$ cat src/rtl/nested_struct_pipe.sv
// nested_struct_pipe
//   Registered, flow-controlled nested-struct field processor. A packet
//   {base{addr,data,valid},id,cmd,ready} is accepted over valid/ready,
//   transformed field by field (or passed through unchanged when in_bypass=1),
//   and buffered in a 2-entry in-order output FIFO. Outputs come only from
//   registers, so there is no combinational path from input to output.
//   Optional feature: define NSP_STATS_EN to add the stat_count port, a
//   saturating count of output transfers.
module nested_struct_pipe #(
    parameter int unsigned        ADDR_W   = 8,
    parameter int unsigned        DATA_W   = 32,
    parameter int unsigned        ID_W     = 16,
    parameter int unsigned        CMD_W    = 4,
    parameter int unsigned        ADDR_INC = 1,
    parameter logic [DATA_W-1:0]  DATA_XOR = 32'hDEADBEEF,
    parameter int unsigned        ID_INC   = 100,
    parameter logic [CMD_W-1:0]   CMD_OR   = 4'b1010,
    localparam int unsigned       PKT_W    = ADDR_W + DATA_W + ID_W + CMD_W + 2
) (
    input  logic             clk,
    input  logic             rst,
    input  logic [PKT_W-1:0] in_data,
    input  logic             in_bypass,
    input  logic             in_valid,
    output logic             in_ready,
    output logic [PKT_W-1:0] out_data,
    output logic             out_valid,
    input  logic             out_ready
`ifdef NSP_STATS_EN
    ,
    output logic [15:0]      stat_count
`endif
);

    // Packet layout, MSB first: addr | data | valid | id | cmd | ready
    typedef struct packed {
        logic [ADDR_W-1:0] addr;
        logic [DATA_W-1:0] data;
        logic              valid;
    } base_t;

    typedef struct packed {
        base_t             base;
        logic [ID_W-1:0]   id;
        logic [CMD_W-1:0]  cmd;
        logic              ready;
    } pkt_t;

    pkt_t             w_in;
    pkt_t             w_xf;
    logic [PKT_W-1:0] w_next;
    logic             w_push;
    logic             w_pop;
    logic [1:0]       w_count_nxt;

    logic [PKT_W-1:0] r_head;
    logic [PKT_W-1:0] r_tail;
    logic [1:0]       r_count;
    logic             r_out_valid;
    logic             r_in_ready;

    assign w_in   = in_data;
    assign w_push = in_valid & r_in_ready;
    assign w_pop  = r_out_valid & out_ready;

    // Per-field transform; every field is read from the incoming packet, so
    // ready' takes the original base.valid rather than the modified one.
    always_comb begin
        // NOTE: assign a default first so every path writes every field and no latch is inferred.
        w_xf            = w_in;
        w_xf.base.addr  = w_in.base.addr + ADDR_W'(ADDR_INC);
        w_xf.base.data  = w_in.base.data ^ DATA_XOR;
        w_xf.base.valid = w_in.base.valid & w_in.ready;
        w_xf.id         = w_in.id + ID_W'(ID_INC);
        w_xf.cmd        = w_in.cmd | CMD_OR;
        w_xf.ready      = w_in.base.valid;
    end

    assign w_next = in_bypass ? in_data : w_xf;

    // Next occupancy: push and pop on the same edge leave the count unchanged.
    always_comb begin
        w_count_nxt = r_count;
        case ({w_push, w_pop})
            2'b10:   w_count_nxt = r_count + 2'd1;
            2'b01:   w_count_nxt = r_count - 2'd1;
            default: w_count_nxt = r_count;
        endcase
    end

    // FIFO storage and registered handshake flags.
    always_ff @(posedge clk) begin
        // NOTE: state registers use non-blocking assignments so every flop samples pre-edge values.
        if (rst) begin
            // NOTE: both storage entries are reset because out_data must read zero after reset;
            // the tail is cleared too so the FIFO never exposes stale content.
            r_count     <= 2'd0;
            r_out_valid <= 1'b0;
            r_in_ready  <= 1'b1;
            r_head      <= '0;
            r_tail      <= '0;
        end else begin
            r_count     <= w_count_nxt;
            r_out_valid <= (w_count_nxt != 2'd0);
            r_in_ready  <= (w_count_nxt != 2'd2);

            // The new packet lands in the head when the head is empty or being
            // vacated by a pop with nothing behind it; otherwise it queues in the tail.
            if (w_push) begin
                if ((r_count == 2'd0) || ((r_count == 2'd1) && w_pop)) begin
                    r_head <= w_next;
                end else begin
                    r_tail <= w_next;
                end
            end

            // Full FIFO popping: the tail advances into the head.
            if (w_pop && (r_count == 2'd2)) begin
                r_head <= r_tail;
            end
        end
    end

    assign out_data  = r_head;
    assign out_valid = r_out_valid;
    assign in_ready  = r_in_ready;

`ifdef NSP_STATS_EN
    logic [15:0] r_stat_count;

    // Saturating count of output transfers.
    always_ff @(posedge clk) begin
        if (rst) begin
            r_stat_count <= 16'd0;
        end else if (w_pop && (r_stat_count != 16'hFFFF)) begin
            r_stat_count <= r_stat_count + 16'd1;
        end
    end

    assign stat_count = r_stat_count;
`endif

endmodule

$ cat config.mk
export PLATFORM = sky130hd
export DESIGN_NAME = nested_struct_pipe
export DESIGN_NICKNAME = d
export VERILOG_FILES = /design/src/rtl/nested_struct_pipe.sv
export SDC_FILE = /design/constraint.sdc
export NUM_CORES = 1
export LEC_CHECK = 0
export CELL_PAD_IN_SITES_DETAIL_PLACEMENT = 1
export CELL_PAD_IN_SITES_GLOBAL_PLACEMENT = 2
export CORE_MARGIN = 1.5
export CORE_UTILIZATION = 29
export DETAILED_ROUTE_END_ITERATION = 16
export HOLD_SLACK_MARGIN = 0.05
export PLACE_DENSITY = 0.87
export SLEW_MARGIN = 20
export SYNTH_ARGS = -nofsm -noshare
export SYNTH_HDL_FRONTEND = slang
export SYNTH_SLANG_ARGS = --single-unit
export TNS_END_PERCENT = 100
$ cat constraint.sdc
create_clock -name clk -period 2.27 [get_ports clk]
set_input_delay 0.3405 -clock clk [delete_from_list [all_inputs] [get_ports clk]]
set_output_delay 0.3405 -clock clk [all_outputs]
set_load 0.005 [all_outputs]
**After elaboration in Yosys (flattened, before gate mapping)**

Index checks and enable logic that the tools add are counted.

- Multiplexer cells: 5
- Add/subtract/negate cells: 4
- Bitwise gates (word level): 5
- Equal/unequal tests: 5
- Reductions and logical operators: 9

Operators with widths:

| operator | number |
|---|---|
| $mux W62 | 4 |
| $not A24 Y24 | 1 |
| $add A16 B7 Y16 const B | 1 |
| $add A8 B1 Y8 const B | 1 |
| $reduce_bool A2 Y1 | 3 |
| $eq A2 B1 Y1 const B | 2 |
| $eq A2 B2 Y1 const B | 2 |
| $pmux W2 S2 | 1 |
| $reduce_and A2 Y1 | 2 |
| $and A1 B1 Y1 | 3 |
| $add A2 B1 Y2 const B | 1 |
| $logic_and A1 B1 Y1 | 2 |
| $logic_not A2 Y1 | 1 |
| $ne A2 B2 Y1 const B | 1 |
| $sub A2 B1 Y2 const B | 1 |
| $logic_or A1 B1 Y1 | 1 |
| $not A1 Y1 | 1 |

- Flip-flop bits (word level): 128
- Word-level logic and storage cells: 33
- Output and inout port bits: 64
- Input bits: 67

**Longest topological paths before layout**

Gate-level depths: netlist (run 1).

- Word-level depth: 6
- Mapped depth: 8
- Mapped depth without buffers: 8

**Worst setup path after synthesis (run 1)**

OpenSTA, ideal clock, no wires.

- Path type: reg2reg
- From: register r_count[0]
- To: register r_head[1] (netlist: out_data[1])
- Slack: 688 ps
- Stages on the path, launching flop included: 9
- Setup time: 91 ps
- Path buffers: 2
- Data arrival time: 1491 ps
- Period minus slack after synthesis: 1582 ps
- Required time: 2179 ps
- Path through: dfxtp_1 -> inv_1 -> ha_1 -> a31o_2 -> nand3_2 -> buf_4 -> buf_4 -> nand2_1 -> a311oi_1

- Cells in the longest elaborated chain, start to end: 5
- Elaborated cells between the ends (all ways): 10
- Those cells by class: 2 x eq/ne; 1 x mux; 7 x reduce/logical

RTL lines:

| item | RTL line | source |
|---|---|---|
| start, declared | 58 | `logic [1:0] r_count;` |
| start signal, assigned | 103 | `r_count <= w_count_nxt;` |
| $eq A2 B1 Y1 | 110 | `if ((r_count == 2'd0) \|\| ((r_count == 2'd1) && w_pop)) begin` |
| $logic_and A1 B1 Y1 | 110 |  |
| $logic_or A1 B1 Y1 | 110 |  |
| $reduce_bool A2 Y1 (no line) | n/a |  |
| $reduce_and A2 Y1 (no line) | n/a |  |
| end signal, assigned | 111 | `r_head <= w_next;` |
| end signal, assigned | 119 | `r_head <= r_tail;` |
| end, declared | 56 | `logic [PKT_W-1:0] r_head;` |

Parallel ways exist; a longest one is shown, timed or not.
A chain may end at the register's enable or synchronous reset.

**Final worst setup path (run 1)**

- From: register r_count[0]
- To: register r_head[50] (netlist: out_data[50])

Same word-level chain as after synthesis.

==> impl_results.md, run 1 <==
* DRT Wirelength at 17000 um
* Core area at 19500 um^2
* Vias in the first global route at 5262
* Worst reg2reg path startpoint: r_count[0]
* Post-synthesis mux area share at 0.00695
* Minimum clock period at 1.85 ns
* Adder-Cell Fraction of Synth Area at 0.0152
* Final clock skew at 0.00708 ns
* Ys async rst share at 0
* Worst Reg-to-Reg Cells at 7
* Seq/Total Area, Yosys at 0.445
* Lkg Pwr at 0.00285 uW
* R2r endpoint: out_data[50]
* FF+latch count, synth at 128
* Fin util at 0.411
* CP max FO at 34
* Post-CTS sizing at 0
* Layout cells sized above 1 at 0.0929
* Top cells by area, synth: dfxtp_1, nand2_1, a311oi_1, xnor2_1, nor2_1
* Tot Pwr at 6520 uW
* Overflow after GRT at 0
* Most common flop cell mapped by yosys: dfxtp_1
* Syn Nets at 776
* Max clock buf depth at 2
* Worst vdd ir at 0.488 mV
* Top-area cell type share of the netlist area at 0.445
* Final setup vio count at 0
* DR WL/cell at 15.5 um
* GPL Wtd Cong at 0.753
* Largest area contributor in the netlist: dfxtp_1
* Tightest Pin Transition at 0.618 ns
* Synth Area in Compound Gates at 0.188
* Root Driver: clkbuf_16
* Main combinational cell family by area after synthesis: simple AND/OR/NAND/NOR gates
* Tcrit/Tclk final at 0.817
* Nets at 890
* IO Port Bufs at 130
* Fin Setup TNS at 0 ns
* Max_cap viols at 0
* Synth Area per Inst at 8.21 um^2
* Post-Synth XOR/XNOR Area at 0.0669
* Critical path required time at 2.58 ns
* DP Wirelength at 11100 um
* Initial antenna violation count at 0
* CTS Buf Count at 17
* Simple-gate share of the synthesized area at 0.230
* YS warnings at 0
* Count of different cell masters after synthesis at 45
* H-tree lvl count at 4
* Fmax at 539 MHz
* First-pass GRT wire length at 27000 um
* Final slew viol count at 0
* Clk sinks at 128
* Mapped Cells at 702
* R2r setup slk at 0.42 ns
* CP Launch Type: flip-flop
* Worst Hold Depth at 2
* Area Overhead vs Synth at 38.8%
* Worst slew margin at 0.588
* Min-delay worst type: flip-flop to flip-flop
* Die Y at 144 um
* Crit path arrival time at 2.17 ns
* Number of DRC markers in iteration 0 at 284
* Fin. Hold Viols at 0
* Clock edge transition at the registers on the reported setup and hold paths at 0.06 ns
* Hold_buf cts at 0
* Hold EP: out_data[2]
* Mapped Area at 5760 um^2
* Post-CTS Setup Repair Bufs at 0
* Number of vias per cell at 4.86
* Status: complete, no violations
* ANT nets after route at 0
* Drt pass-1 iters at 4
* CTS tree: yes
* Die width at 144 um
* Number of placed I/O pins at 131
* Initial Util at 0.296
* Commonest cells post-synth: nand2_1, dfxtp_1, nor2_1
* Via count at 5312
* Unrepaired setup endpoints after global routing: no
* Clk_lat worst skew at 0.41 ns
* N_diodes at 0
* Overall die area at 20700 um^2
* Crit Path Class: flip-flop to flip-flop
* Pwr Density at 815 nW/um^2
* Number of synthesized flops with an enable pin at 0
* Site Rows at 51
* Critical Path End Type: flip-flop
* Gr usage total at 0.167
* # DRC at 0
* Hold Startpoint: r_tail[2]
* Count leader, synth: nand2_1
* Largest net degree at the start of global routing at 121
-- per-layer routing --
metal / up-vias / GRT usage / part of all wire
met3: 23 / 0.0387 / 0.053
met5: - / 0 / 0
met4: 0 / 0.0526 / 0.012
met1: 2520 / 0.219 / 0.48
met2: 116 / 0.272 / 0.45
li1: 2653 / - / -
-- power breakdown --
| part | internal, uW | total [uW] | leakage (uW) | switching, uW |
|---|---|---|---|---|
| Combinational | 609 | 1200 | 0.00153 | 594 |
| Sequential | 2450 | 2560 | 0.00105 | 113 |
| Clock | 1720 | 2760 | 0.000274 | 1040 |
| Total | 4780 | 6520 | 0.00285 | 1740 |
-- kinds of logic (layout without fill, tap and decap cells) --
kind of cell,count (synthesis),after routing
AO/OA/AOI/OAI,155,155
multiplexers,4,4
buffers and inverters,60,187
AND/OR/NAND/NOR,304,304
flip-flops,128,128
adder cells (fa/ha/maj),7,7
XOR/XNOR,44,44
-- worst max path at each step --
stage | startpoint | to | slack [ns] | depth (start not counted)
floorplan | r_count[0] | out_data[1] | 0.69 | 8
global placement | in_data[7] | out_data[12] | 0.21 | 7
detailed placement | in_data[7] | out_data[12] | 0.17 | 7
CTS | r_count[0] | out_data[38] | 0.39 | 7
global route | r_count[0] | out_data[41] | 0.27 | 7
finish | r_count[0] | out_data[50] | 0.42 | 7
-- worst max-delay path, stage by stage (launching register included) --
cell      delay, ns
dfxtp_1        0.38
inv_1          0.08
ha_1           0.22
a31o_2         0.25
nand3_2        0.20
buf_12         0.24
nand2_1        0.08
a311oi_1       0.28
-- area by class of cell --
| type | count | area, um^2 |
|---|---|---|
| Tap cell | 265 | 332 |
| Sequential cell | 128 | 2560 |
| Clock inverter | 14 | 168 |
| Inverter | 5 | 18.8 |
| Timing Repair Buffer | 150 | 1560 |
| Fill cell | 2254 | 11500 |
| Clock buffer | 18 | 429 |
| Multi-Input combinational cell | 514 | 2940 |
-- cells in the final DEF (no fill, tap or decap), types with 4 or more instances in the layout --
cell type / synthesis / final
a21oi_1: 56 / 56
a211o_1: 4 / 4
dfxtp_1: 128 / 128
and4_1: 7 / 7
xnor2_1: 38 / 38
buf_4: 6 / 12
clkinvlp_4: 0 / 6
a31oi_1: 8 / 8
clkdlybuf4s50_1: 0 / 128
mux2i_1: 4 / 4
o211ai_1: 11 / 11
clkbuf_16: 0 / 17
xor2_1: 6 / 6
ha_1: 7 / 7
a311oi_1: 38 / 38
a211oi_1: 20 / 20
o21ai_1: 8 / 8
buf_12: 0 / 9
inv_1: 4 / 4
nand2_1: 184 / 184
nor2_1: 79 / 79
nor3_1: 5 / 5
-- flip-flops by register name, indices dropped and copies added, names as in the netlist --
| name | count |
|---|---|
| in_ready | 1 |
| out_data | 62 |
| out_valid | 1 |
| r_count | 2 |
| r_tail | 62 |
-- per-stage QoR --
step | hold slack (ns) | worst slack, ns | instance area (um^2) | instances
6_report | 0.454 | 0.415 | 8000 | 1094
5_1_grt | 0.472 | 0.267 | 8000 | 1094
4_1_cts | 0.456 | 0.391 | 8000 | 1094
3_5_place_dp | 0.445 | 0.169 | 7400 | 1062
3_3_place_gp | 0.442 | 0.207 | 7400 | 1062
2_1_floorplan | 0.432 | 0.688 | 5760 | 702
No activity file was read; power rests on OpenSTA's default activity.
==> run 2: changes to the inputs <==
--- a/config.mk
+++ b/config.mk
@@ -8,10 +8,10 @@
 export CELL_PAD_IN_SITES_DETAIL_PLACEMENT = 1
 export CELL_PAD_IN_SITES_GLOBAL_PLACEMENT = 2
 export CORE_MARGIN = 1.5
-export CORE_UTILIZATION = 29
+export CORE_UTILIZATION = 26
 export DETAILED_ROUTE_END_ITERATION = 16
 export HOLD_SLACK_MARGIN = 0.05
-export PLACE_DENSITY = 0.87
+export PLACE_DENSITY = 0.82
 export SLEW_MARGIN = 20
 export SYNTH_ARGS = -nofsm -noshare
 export SYNTH_HDL_FRONTEND = slang
==> constraint.sdc (replaced) <==
create_clock -name clk -period 1.6 [get_ports clk]
set_input_delay 0.24 -clock clk [delete_from_list [all_inputs] [get_ports clk]]
set_output_delay 0.24 -clock clk [all_outputs]
set_load 0.005 [all_outputs]
==> run 2 against run 1 <==
Non-clock buffer count up 83. Combinational power grew 110%. Count of clock-buffer cells in the layout is 4 higher. First-iteration DRC count grew 11%. Die area increased by 11%. Clock skew decreased by 0.0016 ns. Flip-flop and latch count unchanged. Global-route usage is 0.97 points higher. Highest routed layer unchanged. The flow now finishes with violations (negative setup slack). Critical path depth rose by 2. Final area is 20% higher.
==> impl_results.md, run 2 (synthesized netlist as in run 1, its figures left out) <==
* Clk sinks at 128
* CP most frequent cell: buf_6
* Critical path required time at 1.91 ns
* Finished Cell Area at 9590 um^2
* Commonest non-fill, non-tap cell in the layout: nand2_1
* Nets at 974
* Hold_buf cts at 0
* Max clock buf depth at 2
* CP Launch Type: flip-flop
* Clk_lat worst skew at 0.41 ns
* Failing checks: negative setup slack
* Initial antenna violation count at 0
* Area after DPL at 7860 um^2
* Die Y at 152 um
* Root Driver: clkbuf_16
* Worst slew margin at 0.532
* Core area at 21800 um^2
* Delay of the slowest critical-path stage at 0.38 ns
* Crit Path Class: flip-flop to flip-flop
* ANT nets after route at 0
* N_diodes at 0
* GPL Wtd Cong at 0.769
* Max_cap viols at 0
* Lkg Pwr at 0.00363 uW
* Worst vdd ir at 0.582 mV
* Crit path cell chain: inv_4 > ha_4 > a31o_4 > buf_6 > nand3_4 > buf_6 > buf_12 > nand2_1 > a311oi_2
* Clock edge transition at the registers on the reported setup and hold paths at 0.06 ns
* Min-delay worst type: input port to flip-flop
* H-tree lvl count at 4
* Layout cells sized above 1 at 0.263
* Number of DRC markers in iteration 0 at 315
* DRT Wirelength at 21500 um
* Initial Util at 0.265
* First-pass GRT wire length at 32700 um
* Number of vias per cell at 4.81
* Fmax at 568 MHz
* Unrepaired setup endpoints after global routing: yes
* Final WS setup at -0.160 ns
* Number of placed I/O pins at 131
* Site Rows at 54
* DR WL met2 at 10400 um
* Overall die area at 23100 um^2
* CTS tree: yes
* Critical Path End Type: flip-flop
* Pwr Density at 1080 nW/um^2
* Met3 wire len at 756 um
* Largest net degree at the start of global routing at 121
* Tot Pwr at 10300 uW
* Commonest non-fill, non-tap cells in the layout: nand2_1, clkdlybuf4s50_1, dfxtp_1
* CTS Buf Count at 17
* Critical path buffers and inverters at 4
* Area Overhead vs Synth at 66.4%
* Crit path arrival time at 2.07 ns
* Max layer used: met4
* DP Wirelength at 11900 um
* Final clock skew at 0.00548 ns
* Met1 wire length at 9920 um
* Critical-path top delay cell: dfxtp_4
* Status: complete, but fails checks
* IO Port Bufs at 130
* Vias in the first global route at 5920
* Die width at 152 um
* Final setup vio count at 124
* Drt pass-1 iters at 4
* CP max FO at 5
* DR WL/cell at 18.0 um
* Minimum clock period at 1.76 ns
* Via count at 5737
* Fin util at 0.441
* Overflow after GRT at 0
* Crit-path leading delay family: compound AO/OA/AOI/OAI gates
* Tcrit/Tclk final at 1.10
* Final slew viol count at 0
* # DRC at 0
* Tightest Pin Transition at 0.702 ns
* Fin. Hold Viols at 0
* Gr usage total at 0.177
==> run 2: changes by cell type in the layout (fill, tap and decap cells not counted), sizes merged <==
cell,previous run,this run
clkinv,5,4
clkbuf,18,27
buf,22,100
clkinvlp,6,2
dlymetal6s2s,0,4
bufinv,3,4
clkdlybuf4s50,128,124
nand2,186,187
==> run 2: worst register-to-register path, cell delays in order (launching register included) <==
cell,delay (ns)
dfxtp_4,0.38
inv_4,0.05
ha_4,0.16
a31o_4,0.21
buf_6,0.11
nand3_4,0.16
buf_6,0.16
buf_12,0.11
nand2_1,0.08
a311oi_2,0.25
==> run 2: power by group <==
part,internal [uW],leakage [uW],switching (uW),total (uW)
registers,3480,0.00105,188,3670
logic,1390,0.00229,1150,2540
clock network,2690,0.000300,1450,4140
==> run 2: worst paths after layout <==
path	slack [ns]	depth (start not counted)	end	from
setup / recovery	-0.16	9	out_data[53]	r_count[0]
hold / removal	0.36	3	r_count[0]	rst
setup reg to reg	-0.16	9	out_data[53]	r_count[0]
hold reg to reg	0.45	2	r_tail[33]	r_tail[33]
==> run 2: what timing repair did <==
item                                    CTS  global route
endpoints found under the setup margin  126           128
pin swaps                                38            49
gates cloned                             11             9
gates resized for setup                  82            76
setup buffers                            18             5
==> run 2: layout make-up <==
class	count	area, um^2
well taps	280	350
flip-flops and latches	128	2570
inverters	5	23.8
repair buffers	233	2680
clock buffers	22	464
fillers	2448	12200
clock inverters	10	159
multi-input cells	515	3340
==> run 2: metrics by stage <==
step | setup slack (ns) | hold WS [ns] | std cells | setup TNS (ns)
2_1_floorplan | 0.0181 | 0.376 | 702 | 0
3_3_place_gp | -0.344 | 0.441 | 1125 | -26.78
3_5_place_dp | -0.382 | 0.448 | 1125 | -30.29
4_1_cts | -0.151 | 0.396 | 1186 | -12.06
5_1_grt | -0.207 | 0.416 | 1193 | -17.64
6_report | -0.160 | 0.362 | 1193 | -8.85
==> run 2: routing by layer <==
metal  vias to the layer above  GRT usage
li1                       2811          -
met1                      2764      0.225
met2                       137      0.308
met3                        25     0.0345
met4                         0     0.0421
met5                         -          0
